==> config.mk <==
export PLATFORM = sky130hd
export DESIGN_NAME = temp_sampler
export DESIGN_NICKNAME = d
export VERILOG_FILES = /design/src/rtl/temp_sampler.sv
export SDC_FILE = /design/constraint.sdc
export NUM_CORES = 1
export LEC_CHECK = 0
export BUFFER_PORTS_ARGS = -buffer_cell sky130_fd_sc_hd__buf_2
export CORE_MARGIN = 5
export CORE_UTILIZATION = 35
export DETAILED_ROUTE_END_ITERATION = 12
export SETUP_SLACK_MARGIN = 0.2
export SYNTH_ARGS = -nofsm -noshare
export SYNTH_HDL_FRONTEND = slang
export SYNTH_SLANG_ARGS = --single-unit
==> constraint.sdc <==
create_clock -name clk -period 1.96 [get_ports clk]
set_input_delay 0.392 -clock clk [delete_from_list [all_inputs] [get_ports clk]]
set_output_delay 0.392 -clock clk [all_outputs]
set_load 0.02 [all_outputs]
==> src/rtl/temp_sampler.sv <==
// rtl/temp_sampler.sv - serial temperature sensor front-end with saturation, optional averaging and fault flag
// Optional 4-tap moving average enabled by defining TEMP_SAMPLER_AVG_EN.
module temp_sampler #(
    parameter int SAMPLE_PERIOD = 100,
    parameter int FAULT_LIMIT   = 3
) (
    input  logic       clk,
    input  logic       rst,
    input  logic       sdi,
    output logic       cs_n,
    output logic [4:0] temp,
    output logic       temp_valid,
    output logic       sensor_fault
);

    localparam int CW = (SAMPLE_PERIOD > 2) ? $clog2(SAMPLE_PERIOD) : 1;
    localparam logic [CW-1:0] CNT_LAST = CW'(SAMPLE_PERIOD - 1);
    localparam logic [CW-1:0] CNT_ONE  = CW'(1);
    localparam logic [2:0]    FL       = 3'(FAULT_LIMIT);
    localparam logic [4:0]    RST_TEMP = 5'd20;

    typedef enum logic [1:0] {
        IDLE   = 2'd0,
        SHIFT  = 2'd1,
        UPDATE = 2'd2
    } state_t;

    state_t        r_state;
    state_t        w_next;
    logic [CW-1:0] r_cnt;
    logic [2:0]    r_bit;
    logic [7:0]    r_raw;
    logic [4:0]    r_temp;
    logic          r_temp_valid;
    logic [2:0]    r_fault_cnt;

    logic          w_invalid;
    logic [4:0]    w_sample;
    logic [4:0]    w_filtered;

    assign w_invalid = (r_raw == 8'hFF);
    assign w_sample  = (r_raw > 8'd31) ? 5'd31 : r_raw[4:0];

`ifdef TEMP_SAMPLER_AVG_EN
    // The incoming sample is the newest of the four taps; r_tap holds the three before it.
    logic [4:0] r_tap [3];
    logic [6:0] w_sum;
    logic [6:0] w_sum_rnd;

    assign w_sum      = {2'b00, w_sample} + {2'b00, r_tap[0]} + {2'b00, r_tap[1]} + {2'b00, r_tap[2]};
    assign w_sum_rnd  = w_sum + 7'd2;
    assign w_filtered = w_sum_rnd[6:2];

    always_ff @(posedge clk) begin
        if (rst) begin
            r_tap[0] <= RST_TEMP;
            r_tap[1] <= RST_TEMP;
            r_tap[2] <= RST_TEMP;
        end else if (r_state == UPDATE && !w_invalid) begin
            r_tap[0] <= w_sample;
            r_tap[1] <= r_tap[0];
            r_tap[2] <= r_tap[1];
        end
    end
`else
    assign w_filtered = w_sample;
`endif

    always_comb begin
        w_next = r_state;
        case (r_state)
            IDLE:    if (r_cnt == CNT_LAST) w_next = SHIFT;
            SHIFT:   if (r_bit == 3'd7) w_next = UPDATE;
            UPDATE:  w_next = IDLE;
            default: w_next = IDLE;
        endcase
    end

    always_ff @(posedge clk) begin
        if (rst) begin
            r_state      <= IDLE;
            r_cnt        <= '0;
            r_bit        <= 3'd0;
            r_raw        <= 8'd0;
            r_temp       <= RST_TEMP;
            r_temp_valid <= 1'b0;
            r_fault_cnt  <= 3'd0;
        end else begin
            r_state      <= w_next;
            r_temp_valid <= 1'b0;
            case (r_state)
                IDLE: begin
                    r_cnt <= (r_cnt == CNT_LAST) ? '0 : r_cnt + CNT_ONE;
                    r_bit <= 3'd0;
                end
                SHIFT: begin
                    r_raw <= {r_raw[6:0], sdi};
                    r_bit <= r_bit + 3'd1;
                end
                UPDATE: begin
                    // An all-ones frame means nothing drove the bus: hold temp, count the miss.
                    if (w_invalid) begin
                        if (r_fault_cnt != FL) r_fault_cnt <= r_fault_cnt + 3'd1;
                    end else begin
                        r_fault_cnt  <= 3'd0;
                        r_temp       <= w_filtered;
                        r_temp_valid <= 1'b1;
                    end
                end
                default: ;
            endcase
        end
    end

    assign cs_n         = (r_state != SHIFT);
    assign temp         = r_temp;
    assign temp_valid   = r_temp_valid;
    assign sensor_fault = (r_fault_cnt == FL);

endmodule

After elaboration in Yosys (flattened, before gate mapping). Index checks and enable logic that the tools add are counted.

Logic and storage cells: 39. Input bits: 3. Flip-flop bits (word level): 29.

Eq/ne operators: 11. Bitwise logic cells: 2. Muxes and demuxes: 9. $lt $le $gt $ge: 1. $add $sub $neg: 3. Reductions and logical operators: 6.

Operators by type and width (count): 8-bit equality test, second input constant (1); 8-bit by 5-bit greater-than comparator with 1-bit output, second input constant (1); 7-bit by 1-bit adder with 7-bit output, second input constant (1); 7-bit equality test, second input constant (1); 7-bit two-way mux (1); 3-bit by 1-bit adder with 3-bit output, second input constant (2); 3-bit two-way mux (2); 3-bit one-hot mux with 2 select lines (1); 2-bit AND reduction (3); 5-bit two-way mux (1); 2-bit two-way mux (2); 2-bit by 1-bit != test with 1-bit output, second input constant (2); 2-bit != test, second input constant (2); 2-bit one-hot mux with 2 select lines (1); 3-bit by 2-bit equality test with 1-bit output, second input constant (1); 3-bit equality test, second input constant (1); 3-bit by 2-bit != test with 1-bit output, second input constant (1); 2-bit by 1-bit equality test with 1-bit output, second input constant (1); 2-bit equality test, second input constant (1); 2-bit zero test (1); 1-bit inverter (2); 2-bit nonzero test (1); 2-bit OR reduction (1); 1-bit two-way mux (1).

Depth between registers and ports, before layout. Gate-level depths: netlist of the first run.

Depth after elaboration: 3. Gate-level depth with buffers: 5. Mapped depth without buffers: 5.

Least setup slack after synthesis of the first run. Ideal clock, no wire load.

Path kind: reg2reg. Start point: register r_fault_cnt[0]. End point: register r_fault_cnt[1]. Path buffers: 0. Path slack: 0.561 ns. Stages on the path, launching flop included: 6. Arrival time: 1.328 ns. Path through: dfxtp_1 ha_1 ha_1 nor4bb_1 o211ai_1 a21oi_1.

Longest elaborated chain between the ends: 3.

Ends and longest elaborated chain: start: declaration (RTL line 35) `logic [2:0] r_fault_cnt;`; start signal: assignment (RTL line 103) `if (r_fault_cnt != FL) r_fault_cnt <= r_fault_cnt + 3'd1;`; 3-bit by 1-bit adder with 3-bit output or 3-bit by 2-bit != test with 1-bit output (tied branches) (RTL line 103); 3-bit two-way mux or 2-bit by 1-bit != test with 1-bit output (tied branches); 3-bit two-way mux or 2-bit AND reduction (tied branches).

Parallel ways exist; a longest one is shown, timed or not. The select of a mux whose other input is x is not followed. A chain may end at the register's enable or synchronous reset.

Worst setup path in the final report of the first run.
Start point: register r_fault_cnt[0]. End point: output sensor_fault.

Longest elaborated chain between the ends: 1.

Ends and longest elaborated chain: 3-bit by 2-bit equality test with 1-bit output (RTL line 118) `assign sensor_fault = (r_fault_cnt == FL);`; end: declaration (RTL line 13) `output logic sensor_fault`.

No other way between the ends.

==> metrics.md, run 1 <==
| Metric | Value |
|---|---|
| DIE HEIGHT | `between 70 and 80 µm` |
| Post-synth EDFFs | `0` |
| Async SR Flop Fraction | `0` |
| Post-CTS Resized | `1` |
| Critical Path End Type | `output port` |
| Top-area cell type share of the netlist area | `0.451` |
| Post-CTS setup buffers | `0` |
| Period utilisation layout | `0.844` |
| Max-cap violations | `0` |
| Vias | `between 1k and 1.5k` |
| Die Area | `4990 µm²` |
| Worst Hold Class | `in2reg` |
| Leakage | `~0.52 nW` |
| Cell Pwr Density | `roughly 760 nW/µm²` |
| Worst-Skew Late Latency | `0.28 ns` |
| # rows | `22` |
| Syn nets | `~150` |
| Max FO, Critical Path | `7` |
| H-tree lvl count | `2` |
| Largest cells by area after synthesis | `dfxtp_1, nand2_1, a21oi_1, ha_1, nor2_1` |
| Slew Viols, Final | `0` |
| Main synth FF type | `dfxtp_1` |
| Max_slew headroom | `0.679` |
| Post-route ant nets | `0` |
| Hold Startpoint | `sdi` |
| Largest net degree at the start of global routing | `29` |
| Hold endpoint | `r_raw[0]$_SDFFE_PP0P_` |
| CTS Buffer Depth | `2` |
| Wirelength per Cell | `about 11 µm` |
| R2r startpoint | `r_fault_cnt[0]$_SDFFE_PP0P_` |
| GP Congestion | `between 0.7 and 0.8` |
| Netlist area before placement | `around 1300 µm²` |
| Ys Warns | `0` |
| N_diodes | `0` |
| Chip Width | `about 71 µm` |
| Post-synth cell types | `35` |
| Slew @ Worst Pin | `around 0.48 ns` |
| Status | `complete, no violations` |
| GR Util All Layers | `0.103` |
| TritonCTS buffer count | `5` |
| Iteration-0 DRC Markers | `40` |
| Crit Path Category | `reg2out` |
| Setup violators final | `0` |
| RSZ-0062 raised after global routing | `no` |
| Fill count | `around 360` |
| Max frequency | `about 0.6 GHz` |
| Core area | `about 3600 µm²` |
| Tot Pwr | `~1.1 mW` |
| Io pins | `11` |
| Share of layout cells above drive strength 1 | `0.159` |
| Seq cells post-synth | `29` |
| Avg Vias per Cell | `roughly 5` |
| Area Growth Syn to Fin | `12.7%` |
| Final Hold Violating Endpoints | `0` |
| First-pass GRT wire length | `4110 µm` |
| Drt first pass iters | `4` |
| # hold bufs at CTS | `0` |
| CTS root buffer | `clkbuf_8` |
| DR DRC count | `0` |
| Global route overflow | `0` |
| Area leader, netlist | `dfxtp_1` |
| Cells after Synth | `about 150` |
| Clock transition at path regs | `~0.060 ns` |
| TNS Setup | `0 ns` |
| Peak supply drop | `between 200 and 300 µV` |
| Clock Skew | `roughly 0.0031 ns` |
| CTS tree | `yes` |
| Vias in the first global route | `about 940` |
| R2R Setup Slk | `~0.57 ns` |
| Cells on worst reg2reg path | `5` |
| Syn avg cell area | `~9 µm²` |
| Initial antenna violation count | `0` |
| FF/Latch Area | `582 µm²` |
| Crit start category | `flip-flop` |
| Final net count | `between 150 and 200` |
| Hpwl dp | `around 1600 µm` |
| CP arrival | `roughly 1.3 ns` |
| Critical path required time | `1.57 ns` |
| Final Critical Period | `roughly 1.7 ns` |
| Starting Density | `0.357` |
| Hold depth | `3` |
| Final WL | `between 2000 and 2500 µm` |
| Multi-input gate area | `634 µm²` |
| Worst flop-to-flop path endpoint | `r_fault_cnt[1]$_SDFFE_PP0P_` |
| Clock sinks | `29` |
| Min Hold Slack | `0.344 ns` |
| Port bufs | `10` |
| Register area share after synthesis | `0.451` |
## sequential cells by signal, indices dropped and copies added, names as in the netlist
| register | flops |
|---|---|
| r_fault_cnt | 3 |
| temp | 5 |
| temp_valid | 1 |
| r_bit | 3 |
| r_raw | 8 |
| r_state | 2 |
| r_cnt | 7 |
## area by class of cell
type                       count  area share
timing repair buffer          11      0.0397
inverter                       8      0.0207
tap                           48      0.0414
clock buffer                   5      0.0475
multi-input combinational    101       0.437
clock inverter                 3      0.0121
sequential                    29       0.401
## power by group
| group | switching [mW] | total, mW | leakage (nW) | internal (mW) |
|---|---|---|---|---|
| clock network | 0.227 | 0.471 | 0.0439 | 0.244 |
| logic | 0.0188 | 0.0302 | 0.237 | 0.0114 |
| registers | 0.00592 | 0.601 | 0.235 | 0.595 |
| total | 0.252 | 1.10 | 0.516 | 0.850 |
## through the flow
stage	setup WS [ns]	area, µm²	cells	utilization
after global routing	0.219	1450	205	0.402
final	0.306	1450	205	0.402
after global placement	0.532	1360	197	0.378
after detailed placement	0.502	1360	197	0.378
after CTS	0.290	1450	205	0.402
after floorplan	0.561	1290	146	-
## synth_stat cells, types with 3 or more instances
cell type	n
ha_1	5
mux2i_1	3
nand4_1	3
buf_2	3
or3_1	3
dfxtp_1	29
nor3_1	7
inv_1	7
clkbuf_1	3
a211oi_1	3
nand2_1	20
nor2_1	11
a21oi_1	14
a31oi_1	3
o21ai_0	3
## cells by family (layout without fill, tap and decap cells)
| logic type | after synthesis | in the layout | share of synthesized area |
|---|---|---|---|
| compound gates | 31 | 31 | 0.159 |
| xor+xnor | 2 | 2 | 0.0136 |
| fa+ha+maj | 5 | 5 | 0.0486 |
| buf+inv | 16 | 27 | 0.0554 |
| flops | 29 | 29 | 0.451 |
| mux | 3 | 3 | 0.0233 |
| simple gates | 60 | 60 | 0.249 |
## metal layers
metal	part of all wire	global-route usage	wire length, µm	up-vias
li1	-	-	-	533
met1	0.47	0.121	1070	466
met2	0.48	0.161	1080	11
met3	0.037	0.0355	84	4
met4	0.015	0.0626	33	0
met5	0	0	0	-
## cell usage in the layout (no fill, tap or decap), types with 3 or more instances in the layout
master	netlist	final
dfxtp_1	29	28
nand2_1	20	20
a21oi_1	14	14
nor2_1	11	11
buf_2	3	10
inv_1	7	7
nor3_1	7	7
ha_1	5	5
clkbuf_8	0	5
or3_1	3	3
a211oi_1	3	3
a31oi_1	3	3
mux2i_1	3	3
nand4_1	3	3
o21ai_0	3	3
## worst max path at each step
stage               slack (ns)                         from                           to
global placement          0.53      r_state[1]$_SDFFE_PP0P_                         cs_n
floorplan                 0.56  r_fault_cnt[0]$_SDFFE_PP0P_  r_fault_cnt[1]$_SDFFE_PP0P_
detailed placement        0.50      r_state[1]$_SDFFE_PP0P_                         cs_n
CTS                       0.29  r_fault_cnt[0]$_SDFFE_PP0P_                 sensor_fault
finish                    0.31  r_fault_cnt[0]$_SDFFE_PP0P_                 sensor_fault
global route              0.22  r_fault_cnt[0]$_SDFFE_PP0P_                 sensor_fault
## critical path: stages, from the launching register on
cell and delay [ns]:
dfxtp_1 0.37, ha_1 0.16, ha_1 0.25, buf_2 0.21
Note: power is estimated with default switching activity, not from simulation.
==> inputs of run 2 (changes only) <==
- clock period: 1.96 -> 1.63 ns (I/O delays scaled with it)
==> run 2 against run 1 <==
Against the previous run:
- sequential power is 20% higher
- worst setup slack worse by 0.086 ns
- critical path depth stayed put
- non-clock buffer count increased by 5
- final area grew 8.1%
- cell count up 2.4%
- count of clock-buffer cells in the layout up 2
- first-iteration DRC count increased by 73%
- combinational power increased by 26%
- power is 38% higher
- critical path type unchanged
==> metrics.md, run 2 (synthesis results as in run 1) <==
| Metric | Value |
|---|---|
| CTS Buffer Depth | `2` |
| Avg Vias per Cell | `5.18` |
| CP cell instances | `ha_4 > ha_4 > buf_4` |
| First-pass GRT wire length | `4420 µm` |
| Leakage | `roughly 0.56 nW` |
| Comb pwr share | `0.025` |
| Most frequent cells in the layout | `dfxtp_1, nand2_1, a21oi_1` |
| Max FFs per register | `8` |
| Most used cell, CP | `ha_4` |
| DR DRC count | `0` |
| Slew Viols, Final | `0` |
| Biggest register | `r_raw` |
| Final worst setup slack | `roughly 0.22 ns` |
| Buf/Inv on CP | `1` |
| Slowest CP cell | `dfxtp_2` |
| CP delay by family, top | `flip-flops` |
| Initial antenna violation count | `0` |
| Share of layout cells above drive strength 1 | `0.235` |
| CP arrival | `1.08 ns` |
| Design area | `roughly 1600 µm²` |
| Largest net degree at the start of global routing | `29` |
| # rows | `22` |
| Hold Startpoint | `sdi` |
| P_sw | `between 0.2 and 0.3 mW` |
| Internal power | `~1.2 mW` |
| CTS tree | `yes` |
| Most common cell after layout, fill and taps aside | `dfxtp_1` |
| Slowest cell delay on critical path | `0.34 ns` |
| Clock transition at path regs | `0.06 ns` |
| Pre-CTS WS | `0.210 ns` |
| Worst Hold Class | `in2reg` |
| CTS root buffer | `clkbuf_8` |
| Iteration-0 DRC Markers | `69` |
| Clk network pwr share | `0.501` |
| Sw Ratio | `0.194` |
| N_diodes | `0` |
| Critical path required time | `1.30 ns` |
| RSZ-0062 raised after global routing | `yes` |
| Port bufs | `10` |
| Period utilisation layout | `0.865` |
| H-tree lvl count | `2` |
| Crit Path Category | `reg2out` |
| Area Growth Syn to Fin | `21.9%` |
| Max-cap violations | `0` |
| Inst Count DP | `between 150 and 200` |
| Starting Density | `0.357` |
| Wirelength per Cell | `12.7 µm` |
| DIE HEIGHT | `roughly 71 µm` |
| Core area | `roughly 3600 µm²` |
| Status | `complete, no violations` |
| Hpwl dp | `1660 µm` |
| Post-route ant nets | `0` |
| Chip Width | `~71 µm` |
| Final Critical Period | `around 1.4 ns` |
| Max frequency | `slightly above 0.7 GHz` |
| Setup violators final | `0` |
| Slew @ Worst Pin | `0.502 ns` |
| GR Util All Layers | `0.113` |
| Final WL | `approximately 2700 µm` |
| TNS Setup | `0 ns` |
| Max FO, Critical Path | `3` |
| Global route overflow | `0` |
| DP Area | `roughly 1400 µm²` |
| Clock Skew | `0.00760 ns` |
| Layout Cells excl Fill | `210` |
| Peak supply drop | `367 µV` |
| Sequential Power Share | `0.474` |
| # hold bufs at CTS | `0` |
| Worst-Skew Late Latency | `0.28 ns` |
| Critical Path End Type | `output port` |
| Vias | `around 1.1k` |
| Crit start category | `flip-flop` |
| Max_slew headroom | `0.666` |
| Die Area | `4990 µm²` |
| Final net count | `between 150 and 200` |
| Io pins | `11` |
| Clock sinks | `29` |
| Worst setup path start | `r_fault_cnt[1]$_SDFFE_PP0P_` |
| Cell Pwr Density | `970 nW/µm²` |
| Drt first pass iters | `4` |
| TritonCTS buffer count | `5` |
| Final Hold Violating Endpoints | `0` |
| GP Congestion | `between 0.7 and 0.8` |
| Vias in the first global route | `1024` |
| R2r startpoint | `r_fault_cnt[1]$_SDFFE_PP0P_` |
-- run 2: changes by cell type in the layout (fill, tap and decap cells not counted), sizes merged --
cell,delta
buf,+5
bufinv,+1
clkbuf,+2
clkinv,-2
clkinvlp,-1
-- run 2: path summary, 6_finish.rpt --
check	to	slack (ns)	cells past startpoint
max reg2reg	r_fault_cnt[1]$_SDFFE_PP0P_	0.24	6
min reg2reg	temp[1]$_SDFFE_PP0P_	0.46	2
min	r_raw[0]$_SDFFE_PP0P_	0.28	3
max	sensor_fault	0.22	3
-- run 2: area by class of cell --
class	count	area, µm²
fill	364	2040
sequential	29	588
timing repair buffer	16	97.6
inverter	8	30.0
multi-input combinational	101	676
clock buffer	7	86.3
clock inverter	1	30.0
tap	48	60.1
-- run 2: timing repair --
item	in CTS	in global routing
gates resized for setup	9	5
setup endpoints to repair	2	5
setup buffers	4	0
pin swaps	1	1
-- run 2: power by group through the flow --
| stage | Clock, mW | Combinational [mW] | Sequential, mW |
|---|---|---|---|
| after floorplan | 0 | 0.0296 | 0.737 |
| after global placement | 0 | 0.0353 | 0.737 |
| after detailed placement | 0 | 0.0370 | 0.738 |
| after CTS | 0.777 | 0.0372 | 0.720 |
| after global routing | 0.809 | 0.0421 | 0.722 |
| final | 0.762 | 0.0382 | 0.721 |
-- run 2: per-layer routing --
metal,vias up,GRT usage,wire (µm)
met5,-,0,0
li1,548,-,-
met2,10,0.185,1320
met4,0,0.0710,91
met3,10,0.0440,83
met1,519,0.122,1170
-- run 2: per-stage QoR --
step                      hold WS, ns   util  power [mW]
after floorplan                 0.440      -       0.766
after CTS                       0.271  0.427        1.54
after global routing            0.282  0.435        1.57
final                           0.279  0.435        1.52
after global placement          0.448  0.380       0.772
after detailed placement        0.451  0.380       0.775
-- run 2: worst reg2reg max path, stage by stage, from the launching register on --
cell and delay [ns]:
dfxtp_2 0.34, ha_4 0.16, ha_4 0.15, buf_4 0.14, nor4bb_2 0.27, o211ai_1 0.13, a21oi_1 0.13
==> inputs of run 3 (changes only) <==
- MAX_ROUTING_LAYER: not set -> met4
==> run 3 against run 2 <==
Against the previous run:
- die area unchanged
- clock power barely moved
- clock skew about the same
- core utilization did not move
==> metrics.md, run 3 (synthesis results as in run 1) <==
| Metric | Value |
|---|---|
| Post-route ant nets | `0` |
| Most used cell, CP | `ha_4` |
| Core area | `3610 µm²` |
| H-tree lvl count | `2` |
| Slowest cell delay on critical path | `about 0.34 ns` |
| CP arrival | `between 1 and 1.5 ns` |
| N_diodes | `0` |
| Sequential Power Share | `0.474` |
| Area Growth Syn to Fin | `21.9%` |
| Max-cap violations | `0` |
| Period utilisation layout | `0.865` |
| TNS Setup | `0 ns` |
| Global route overflow | `0` |
| Crit Path Category | `reg2out` |
| Wirelength per Cell | `12.7 µm` |
| Comb pwr share | `0.025` |
| DIE HEIGHT | `about 71 µm` |
| CP delay by family, top | `flip-flops` |
| Cell Pwr Density | `roughly 970 nW/µm²` |
| Internal power | `about 1.2 mW` |
| CTS root buffer | `clkbuf_8` |
| Tot Pwr | `~1.5 mW` |
| Hold depth | `3` |
| Max_slew headroom | `0.666` |
| Clock sinks | `29` |
| Setup violators final | `0` |
| Biggest register | `r_raw` |
| Slowest CP cell | `dfxtp_2` |
| Status | `complete, no violations` |
| RSZ-0062 raised after global routing | `yes` |
| Vias in the first global route | `a little over 1k` |
| Worst-Skew Late Latency | `about 0.28 ns` |
| Port bufs | `10` |
| Most frequent cells in the layout | `dfxtp_1, nand2_1, a21oi_1` |
| Slew Viols, Final | `0` |
| Share of layout cells above drive strength 1 | `0.235` |
| Leakage | `between 0.5 and 0.6 nW` |
| GR Util All Layers | `0.116` |
| Max frequency | `just over 0.7 GHz` |
| CP cell instances | `ha_4 > ha_4 > buf_4` |
| # rows | `22` |
| Drt first pass iters | `4` |
| Final Hold Violating Endpoints | `0` |
| Min Hold Slack | `between 0.2 and 0.3 ns` |
| First-pass GRT wire length | `between 4000 and 5000 µm` |
| CTS Buffer Depth | `2` |
| Largest net degree at the start of global routing | `29` |
| Clock transition at path regs | `around 0.06 ns` |
| P_sw | `slightly below 0.3 mW` |
| Crit start category | `flip-flop` |
| Starting Density | `0.357` |
| Max FFs per register | `8` |
| Max FO, Critical Path | `3` |
| Clk network pwr share | `0.501` |
| Worst Hold Class | `in2reg` |
| Io pins | `11` |
| Levels on crit path | `3` |
| CTS tree | `yes` |
| Avg Vias per Cell | `~5.2` |
| Buf/Inv on CP | `1` |
| Slew @ Worst Pin | `roughly 0.50 ns` |
| Sw Ratio | `0.194` |
| Chip Width | `about 70 µm` |
| Cells on worst reg2reg path | `6` |
| Final net count | `169` |
| Initial antenna violation count | `0` |
| Critical Path End Type | `output port` |
| GP Congestion | `0.728` |
| DR DRC count | `0` |
| Design area | `around 1600 µm²` |
| Iteration-0 DRC Markers | `roughly 70` |
| DP Area | `approximately 1400 µm²` |
| Vias | `roughly 1.1k` |
| Final Critical Period | `1.41 ns` |
| Clock Skew | `roughly 0.0078 ns` |
| Critical path required time | `between 1 and 1.5 ns` |
| TritonCTS buffer count | `5` |
| Peak supply drop | `roughly 370 µV` |
| Most common cell after layout, fill and taps aside | `dfxtp_1` |
| Hpwl dp | `approximately 1700 µm` |
| Die Area | `around 5000 µm²` |
| Final WL | `2660 µm` |
-- run 3: worst register-to-register path, stage by stage, from the launching register on --
cell and delay, ns:
dfxtp_2 0.34, ha_4 0.16, ha_4 0.15, buf_4 0.14, nor4bb_2 0.27, o211ai_1 0.13
a21oi_1 0.13
-- run 3: final cells by class --
cell class | instances | area [µm²]
Clock buffer | 7 | 86.3
Multi-Input combinational cell | 101 | 676
Tap cell | 48 | 60.1
Timing Repair Buffer | 16 | 97.6
Inverter | 8 | 30.0
Sequential cell | 29 | 588
Fill cell | 364 | 2040
Clock inverter | 1 | 30.0
-- run 3: worst paths after layout --
| kind | start | end | slack (ns) |
|---|---|---|---|
| min | sdi | r_raw[0]$_SDFFE_PP0P_ | 0.28 |
| min reg2reg | temp[1]$_SDFFE_PP0P_ | temp[1]$_SDFFE_PP0P_ | 0.46 |
| max reg2reg | r_fault_cnt[1]$_SDFFE_PP0P_ | r_fault_cnt[1]$_SDFFE_PP0P_ | 0.24 |
| max | r_fault_cnt[1]$_SDFFE_PP0P_ | sensor_fault | 0.22 |
-- run 3: repair_timing --
| item | 4_1_cts | 5_1_grt |
|---|---|---|
| endpoints found under the setup margin | 2 | 5 |
| endpoints found under the hold margin | 0 | 0 |
| hold buffers | 0 | 0 |
| resized for setup | 9 | 5 |
| setup buffers | 4 | 0 |
| pin swaps | 1 | 1 |
-- run 3: layer usage --
layer	GRT usage	part of all wire	up-vias	wire, µm
met3	0.0440	0.030	9	80
met1	0.122	0.44	521	1170
met4	0.0710	0.032	0	85
met2	0.185	0.50	10	1330
li1	-	-	548	-
met5	-	0	-	0
-- run 3: power by group through the flow --
stage	Combinational, mW	Sequential, mW	Clock (mW)
after floorplan	0.0296	0.737	0
after global placement	0.0353	0.737	0
after global routing	0.0421	0.722	0.809
after CTS	0.0372	0.720	0.777
after detailed placement	0.0370	0.738	0
final	0.0381	0.721	0.763
-- run 3: metrics by stage --
| step | setup WS [ns] | instances | util |
|---|---|---|---|
| 2_1_floorplan | 0.231 | 146 | - |
| 3_3_place_gp | 0.288 | 198 | 0.380 |
| 3_5_place_dp | 0.210 | 198 | 0.380 |
| 4_1_cts | 0.191 | 210 | 0.427 |
| 5_1_grt | 0.171 | 210 | 0.435 |
| 6_report | 0.220 | 210 | 0.435 |
